==> config.mk <==
export PLATFORM = sky130hd
export DESIGN_NAME = rom_arbiter
export DESIGN_NICKNAME = d
export VERILOG_FILES = /design/src/rtl/rom_arbiter_pkg.sv /design/src/rtl/rom_arb_rr2.sv /design/src/rtl/rom_arbiter.sv
export SDC_FILE = /design/constraint.sdc
export NUM_CORES = 1
export LEC_CHECK = 0
export ABC_CLOCK_PERIOD_IN_PS = 2700
export BUFFER_PORTS_ARGS = -buffer_cell sky130_fd_sc_hd__buf_2
export CORE_MARGIN = 4
export CORE_UTILIZATION = 46
export CTS_CLUSTER_DIAMETER = 40
export DETAILED_ROUTE_END_ITERATION = 16
export PLACE_DENSITY = 0.86
export SLEW_MARGIN = 20
export SYNTH_ARGS = -nofsm -noshare
export SYNTH_HDL_FRONTEND = slang
export SYNTH_SLANG_ARGS = --single-unit
export TNS_END_PERCENT = 30
==> constraint.sdc <==
create_clock -name clk -period 2.7 [get_ports clk]
set_input_delay 0.54 -clock clk [delete_from_list [all_inputs] [get_ports clk]]
set_output_delay 0.54 -clock clk [all_outputs]
set_load 0.03 [all_outputs]
==> src/rtl/rom_arbiter_pkg.sv <==
// Shared types and defaults for the two-port ROM read arbiter.
// Holds the FSM state encoding and the default ADDR_W/DATA_W constants.
package rom_arbiter_pkg;

  localparam int ADDR_W_DEF = 4;
  localparam int DATA_W_DEF = 4;

  typedef enum logic [1:0] {
    IDLE = 2'd0,
    READ = 2'd1,
    CAPT = 2'd2,
    RESP = 2'd3
  } state_t;

endpackage

==> src/rtl/rom_arb_rr2.sv <==
// Two-way winner select; one-hot grant, pointer breaks ties.
// Ports: i_req[1:0] requests, i_last last winner index, o_gnt[1:0] grant.
module rom_arb_rr2 (
  input  logic [1:0] i_req,
  input  logic       i_last,
  output logic [1:0] o_gnt
);

  logic w_both;

  assign w_both = &i_req;

  // On a tie the requester that did not win last time gets it.
  always_comb begin
    o_gnt = 2'b00;
    priority case (1'b1)
      w_both:   o_gnt = i_last ? 2'b01 : 2'b10;
      i_req[0]: o_gnt = 2'b01;
      i_req[1]: o_gnt = 2'b10;
      default:  o_gnt = 2'b00;
    endcase
  end

endmodule

==> src/rtl/rom_arbiter.sv <==
// Two requesters share one synchronous ROM: IDLE->READ->CAPT->RESP FSM.
// Ports: clk, rst (sync, active-high), req0/1, addr0/1 in; gnt0/1,
// rvalid0/1, rdata, rom_en, rom_addr, busy out; rom_data in.
// Macro ROM_ARBITER_FIXED_PRIO_EN: requester 0 always wins ties.
module rom_arbiter
  import rom_arbiter_pkg::*;
#(
  parameter int ADDR_W = ADDR_W_DEF,
  parameter int DATA_W = DATA_W_DEF
) (
  input  logic              clk,
  input  logic              rst,
  input  logic              req0,
  input  logic              req1,
  input  logic [ADDR_W-1:0] addr0,
  input  logic [ADDR_W-1:0] addr1,
  output logic              gnt0,
  output logic              gnt1,
  output logic              rvalid0,
  output logic              rvalid1,
  output logic [DATA_W-1:0] rdata,
  output logic              rom_en,
  output logic [ADDR_W-1:0] rom_addr,
  input  logic [DATA_W-1:0] rom_data,
  output logic              busy
);

  state_t            r_state;
  logic              r_gnt0;
  logic              r_gnt1;
  logic              r_rv0;
  logic              r_rv1;
  logic [DATA_W-1:0] r_rdata;
  logic              r_en;
  logic [ADDR_W-1:0] r_addr;
  logic              r_busy;
  logic              r_win;

  logic [1:0]        w_gnt;
  logic              w_ptr;
  logic              w_any;

  assign w_any = req0 | req1;

`ifdef ROM_ARBITER_FIXED_PRIO_EN
  // Pretend requester 1 won last so requester 0 wins every tie.
  assign w_ptr = 1'b1;
`else
  logic r_last;
  assign w_ptr = r_last;

  always_ff @(posedge clk) begin
    if (rst) begin
      r_last <= 1'b1;
    end else if (w_any &&
                 (r_state == IDLE || r_state == RESP)) begin
      r_last <= w_gnt[1];
    end
  end
`endif

  rom_arb_rr2 u_arb (
    .i_req  ({req1, req0}),
    .i_last (w_ptr),
    .o_gnt  (w_gnt)
  );

  always_ff @(posedge clk) begin
    if (rst) begin
      r_state <= IDLE;
      r_gnt0  <= 1'b0;
      r_gnt1  <= 1'b0;
      r_rv0   <= 1'b0;
      r_rv1   <= 1'b0;
      r_rdata <= '0;
      r_en    <= 1'b0;
      r_addr  <= '0;
      r_busy  <= 1'b0;
      r_win   <= 1'b0;
    end else begin
      r_gnt0 <= 1'b0;
      r_gnt1 <= 1'b0;
      r_rv0  <= 1'b0;
      r_rv1  <= 1'b0;
      r_en   <= 1'b0;
      unique case (r_state)
        IDLE, RESP: begin
          if (w_any) begin
            r_win   <= w_gnt[1];
            r_addr  <= w_gnt[1] ? addr1 : addr0;
            r_en    <= 1'b1;
            r_gnt0  <= w_gnt[0];
            r_gnt1  <= w_gnt[1];
            r_busy  <= 1'b1;
            r_state <= READ;
          end else begin
            r_busy  <= 1'b0;
            r_state <= IDLE;
          end
        end
        READ: begin
          r_state <= CAPT;
        end
        CAPT: begin
          r_rdata <= rom_data;
          r_rv0   <= ~r_win;
          r_rv1   <= r_win;
          r_state <= RESP;
        end
        default: r_state <= IDLE;
      endcase
    end
  end

  assign gnt0     = r_gnt0;
  assign gnt1     = r_gnt1;
  assign rvalid0  = r_rv0;
  assign rvalid1  = r_rv1;
  assign rdata    = r_rdata;
  assign rom_en   = r_en;
  assign rom_addr = r_addr;
  assign busy     = r_busy;

endmodule

==> impl_metrics.yaml, run 1 <==
critical_path:
  r2r-start: "r_state[0]"
  crit_slowest_cell: "dfxtp_1"
  worstPathRequired_ns: 2.16
  r2r_end: "gnt1"
  crit_family: "flip-flops"
  cp.arrival_ns: 0.83
  r2r_cells: 5
  path_buf_inv: 1
  max_stage_delay_ns: 0.34
  crit_type: "flop to output port"
  reg2reg_slack_ns: 1.37
  cp-start-kind: "flop"
  endpoint_kind: "output port"
  cp_max_fo: 2
  crit_chain: "buf_2"
sta:
  hold_ws_ns: 0.4643
  fin_ws_ns: 1.334
  setup_tns_ns: 0
  grt_setup_unrepaired: "false"
  hold_viol: 0
  min_period_ns: 1.366
  slew_violations: 0
  finalCritPeriodShare: 0.5059
  max_freq_ghz: 0.7321
  tightestPinTransition_ns: 0.3164
  finalSetupViolCount: 0
  clock_skew_ns: 0.002313
  slew_headroom: 0.7868
finish:
  nNetsFinal: 109
  fillers: 116
  layout_commonest_cell: "buf_2"
  layout_common_cells: "buf_2, dfxtp_1, nor2_1, mux2i_1, a211oi_1"
  diodes: 0
  instances_no_fill: 105
  drive_above_1_share: 0.4111
  area_growth_pct: 29.67
logic_synthesis:
  async_flop_share: 0
  synth_edf_count: 0
  synth-seq-cells: 18
  yosysWarnings: 0
  ys.flop_type: "dfxtp_1"
  ys_seq_area_frac: 0.5549
  ys_types: 19
  avgSynthCellArea_sq_um: 11.01
  syn_area_sq_um: 649.4
  synth_cells: 59
  synthesis.nets: 77
route:
  drcViolationCount: 0
  drt-total-wl_mm: 1.209
  vias: 536
  first_iter_violations: 4
  via_per_inst: 5.105
  postRouteAntennaNets: 0
  wl_per_cell_um: 11.51
  first_pass_iters: 2
global_routing:
  antenna_found_initial: 0
  grt_pass1_vias: 506
  grt.overflow.total: 0
  grt_pass1_wl_mm: 1.932
  grt_max_degree: 16
  track_usage: 0.1326
place:
  dp.cells: 101
  portBuffers: 29
  gp_congestion: 0.7119
  dpl.hpwl_um: 943.4
  place_ws_ns: 1.278
min_path:
  hp-start: "r_win"
  min_delay_path_depth: 1
  min-delay-path-class: "flop to flop"
  hold_end: "rvalid0"
clock_network:
  cts_tree: "yes"
  htree_levels: 1
  holdBufCountCts: 0
  clk_latency_ns: 0.28
  cts.sinks: 18
  clkSlewWorstSetupHoldPaths_ns: 0.10
  cts_buffers: 3
  cts_setup_buffers: 0
  cts_resized: 0
  clockRootBuffer: "clkbuf_4"
  clockBufferDepth: 2
floorplanning:
  start_util: 0.4929
  dieWidth_um: 45.57
  die-area_sq_um: 2077
  pin_count: 30
  rows: 13
  coreArea_sq_um: 1318
  die_h_um: 45.57
power_and_ir_drop:
  power_uw: 956.3
  power.density_nw_per_um2: 1136
  p_leak_nw: 0.4209
  irDropWorstVdd_mv: 0.6341
run_status:
  status: "finished clean"
flow_run:
  cap_viol_max_count: 0
[state kept, by name (all words and copies together) (netlist names)]
name	flops
busy	1
r_state	2
rvalid0	1
r_win	1
gnt0	1
r_last	1
rvalid1	1
rom_en	1
gnt1	1
rom_addr	4
rdata	4
[final cells by class]
type / instances / area, sq um / area share
clock buffers: 4 / 36.28 / 0.04309
flip-flops and latches: 18 / 360.3 / 0.4279
inverters: 1 / 3.754 / 0.004458
repair buffers: 29 / 145.1 / 0.1724
multi-input cells: 38 / 277.8 / 0.3299
well taps: 15 / 18.77 / 0.02229
[how the worst max path moves through the flow]
| stage | end | cells past startpoint | from |
|---|---|---|---|
| global route | gnt1 | 5 | r_state[0] |
| detailed placement | rom_addr[3] | 4 | req0 |
| finish | busy | 1 | busy |
| floorplan | r_last | 5 | r_state[0] |
| global placement | rom_addr[1] | 4 | req0 |
| CTS | rom_addr[0] | 1 | rom_addr[0] |
[synthesized netlist by cell type, drive strengths merged (2+ instances only)]
library cell	n	area (sq um)
dfxtp	18	360.4
a211oi	4	30.03
ha	2	25.02
mux2i	8	80.08
a21o	2	15.01
nor2	11	41.29
clkbuf	2	7.510
[cell families after synthesis]
family          after synthesis  share of synthesized area
simple gates                 16                     0.1175
mux                           8                     0.1233
compound gates               12                     0.1484
fa+ha+maj                     2                    0.03853
flops                        18                     0.5549
buf+inv                       3                    0.01734
[per-layer routing]
metal  global-route usage  up-vias  routed length, um
li1                     -      269                  -
met2               0.2228       18                597
met5                    0        -                  0
met3              0.03557        2                 93
met4              0.08772        0                  9
met1               0.1436      247                508
[report_power, final]
group / internal (mW) / leakage, nW / total (mW) / switching [mW]
registers: 0.353 / 0.148 / 0.393 / 0.0397
clock network: 0.0820 / 0.0210 / 0.161 / 0.0795
logic: 0.139 / 0.252 / 0.402 / 0.263
[through the flow]
step	area, sq um	util
after floorplan	649.4	-
after global placement	805.8	0.6116
after detailed placement	805.8	0.6116
after CTS	842.1	0.6391
after global routing	842.1	0.6391
final	842.1	0.6391
No activity file was read; power rests on OpenSTA's default activity.
==> inputs of run 2 (changes only) <==
- ABC_AREA: not set -> 1
- ABC_CLOCK_PERIOD_IN_PS: 2700 -> 1330
- CORE_UTILIZATION: 46 -> 45
- PLACE_DENSITY: 0.86 -> 0.82
- clock period: 2.7 -> 1.33 ns (I/O delays scaled with it)
==> impl_metrics.yaml, run 2 <==
run_status:
  status: "finished clean"
sta:
  setup_tns_ns: 0
  finalSetupViolCount: 0
  hold_viol: 0
  finalCritPeriodShare: 0.8987
  max_freq_ghz: 0.8367
  min_period_ns: 1.195
  hold_ws_ns: 0.1689
  grt_setup_unrepaired: "false"
  slew_headroom: 0.7962
  tightestPinTransition_ns: 0.3054
  clock_skew_ns: 0.0004591
  slew_violations: 0
clock_network:
  cts_buffers: 3
  cts_tree: "yes"
  clkSlewWorstSetupHoldPaths_ns: 0.10
  htree_levels: 1
  cts.sinks: 18
  clockRootBuffer: "clkbuf_4"
  clk_latency_ns: 0.29
  clockBufferDepth: 2
global_routing:
  grt.busiest_layer: "met2"
  antenna_found_initial: 0
  grt.overflow.total: 0
  grtUsageMet1: 0.1352
  grt_pass1_wl_mm: 2.352
  grt_use_met3: 0.04908
  grt_pass1_vias: 610
  track_usage: 0.1212
  gr-usage-met2: 0.2000
  grt_max_degree: 14
logic_synthesis:
  yosysWarnings: 0
  yosys.area.top_type: "dfxtp_1"
  syn_area_sq_um: 738.2
  async_flop_share: 0
  synth.top_cell.area_share: 0.4881
  synth-seq-cells: 18
  synth_cells: 92
  avgSynthCellArea_sq_um: 8.024
  ys_types: 18
  ys.flop_type: "dfxtp_1"
  synthTopCellsByArea: "dfxtp_1, nand2_1, nor2_1"
  ys_seq_area_frac: 0.4881
  synth_edf_count: 0
  synthesis.nets: 110
  synth_common_cells: "nand2_1, nor2_1, dfxtp_1"
power_and_ir_drop:
  p_leak_nw: 0.4966
  irDropWorstVdd_mv: 1.154
  power.density_nw_per_um2: 2350
  power_mw: 2.173
route:
  first_pass_iters: 4
  via_per_inst: 4.754
  first_iter_violations: 14
  postRouteAntennaNets: 0
  drt-total-wl_mm: 1.408
  wl_per_cell_um: 10.20
  vias: 656
  drcViolationCount: 0
critical_path:
  crit_type: "flop to flop"
  crit_family: "simple AND/OR/NAND/NOR gates"
  crit_chain: "inv_1 > ha_4 > inv_1 > nor2_4 > nand2_1 > nor2_1 > nor2_1"
  path_buf_inv: 2
  cp_max_fo: 5
  cp.arrival_ns: 1.39
  cp-start-kind: "flop"
  max_stage_delay_ns: 0.32
  worstPathRequired_ns: 1.52
  crit_slowest_cell: "dfxtp_1"
  endpoint_kind: "flop"
place:
  portBuffers: 29
  postPlaceCellArea_sq_um: 875.8
  dp.cells: 134
  gp_congestion: 0.7534
  dpl.hpwl_mm: 1.059
min_path:
  min-delay-path-class: "input pin to flop"
floorplanning:
  die-area_sq_um: 2352
  dieWidth_um: 48.50
  die_h_um: 48.50
  coreArea_sq_um: 1524
  pin_count: 30
  rows: 14
  start_util: 0.4844
finish:
  instances_no_fill: 138
  final_area_sq_um: 924.6
  drive_above_1_share: 0.3443
  layout_commonest_cell: "buf_2"
  nNetsFinal: 141
  area_growth_pct: 25.25
  fillers: 143
  layout_common_cells: "buf_2, nand2_1, nor2_1, dfxtp_1, inv_1"
  diodes: 0
flow_run:
  cap_viol_max_count: 0
[run 2: cell types whose count changed after synthesis, sizes merged, moves of 4 or more]
| cell | delta |
|---|---|
| nand2 | +21 |
| nor2 | +9 |
| mux2i | -8 |
| nand3 | +6 |
| inv | +8 |
| a211oi | -4 |
| o21ai | +4 |
[run 2: final timing paths]
kind	start	to	slack [ns]	cells past startpoint
hold / removal	rst	r_win	0.17	2
setup / recovery	r_state[0]	rom_addr[1]	0.13	7
hold reg to reg	r_win	rvalid0	0.45	1
setup reg to reg	r_state[0]	rom_addr[1]	0.13	7
[run 2: power by group]
group | switching, mW | internal [mW]
Clock | 0.161 | 0.167
Sequential | 0.0822 | 0.725
Combinational | 0.693 | 0.346
[run 2: cell type report]
cell class              count  area (sq um)  share of cell area
well taps                  16         20.02             0.02165
inverters                   9         33.78             0.03654
multi-input cells          62         329.1              0.3559
clock buffers               4         36.28             0.03924
repair buffers             29         145.1              0.1570
flip-flops and latches     18         360.3              0.3897
[run 2: repair_timing]
action | 4_1_cts | 5_1_grt
resized for setup | 0 | 1
endpoints found under the setup margin | 0 | 3
buffers inserted | 0 | 0
hold buffers | 0 | 0
[run 2: stage by stage]
step / setup slack (ns) / util
after floorplan: 0.1797 / -
after global placement: 0.1052 / 0.5747
after detailed placement: 0.09570 / 0.5747
after CTS: 0.08128 / 0.5985
after global routing: 0.03953 / 0.6067
final: 0.1348 / 0.6067
[run 2: per-layer routing]
metal,share of wire,vias to the layer above
met3,0.095,3
met4,0.013,0
li1,-,346
met1,0.45,279
met5,0,-
met2,0.45,28
[run 2: cells by family (layout without fill, tap and decap cells)]
logic type      count (synthesis)  after routing  share of synthesized area
fa+ha+maj                       2              2                    0.03389
flops                          18             18                     0.4881
compound gates                 11             11                     0.1136
simple gates                   49             49                     0.2814
buf+inv                        12             42                    0.08304
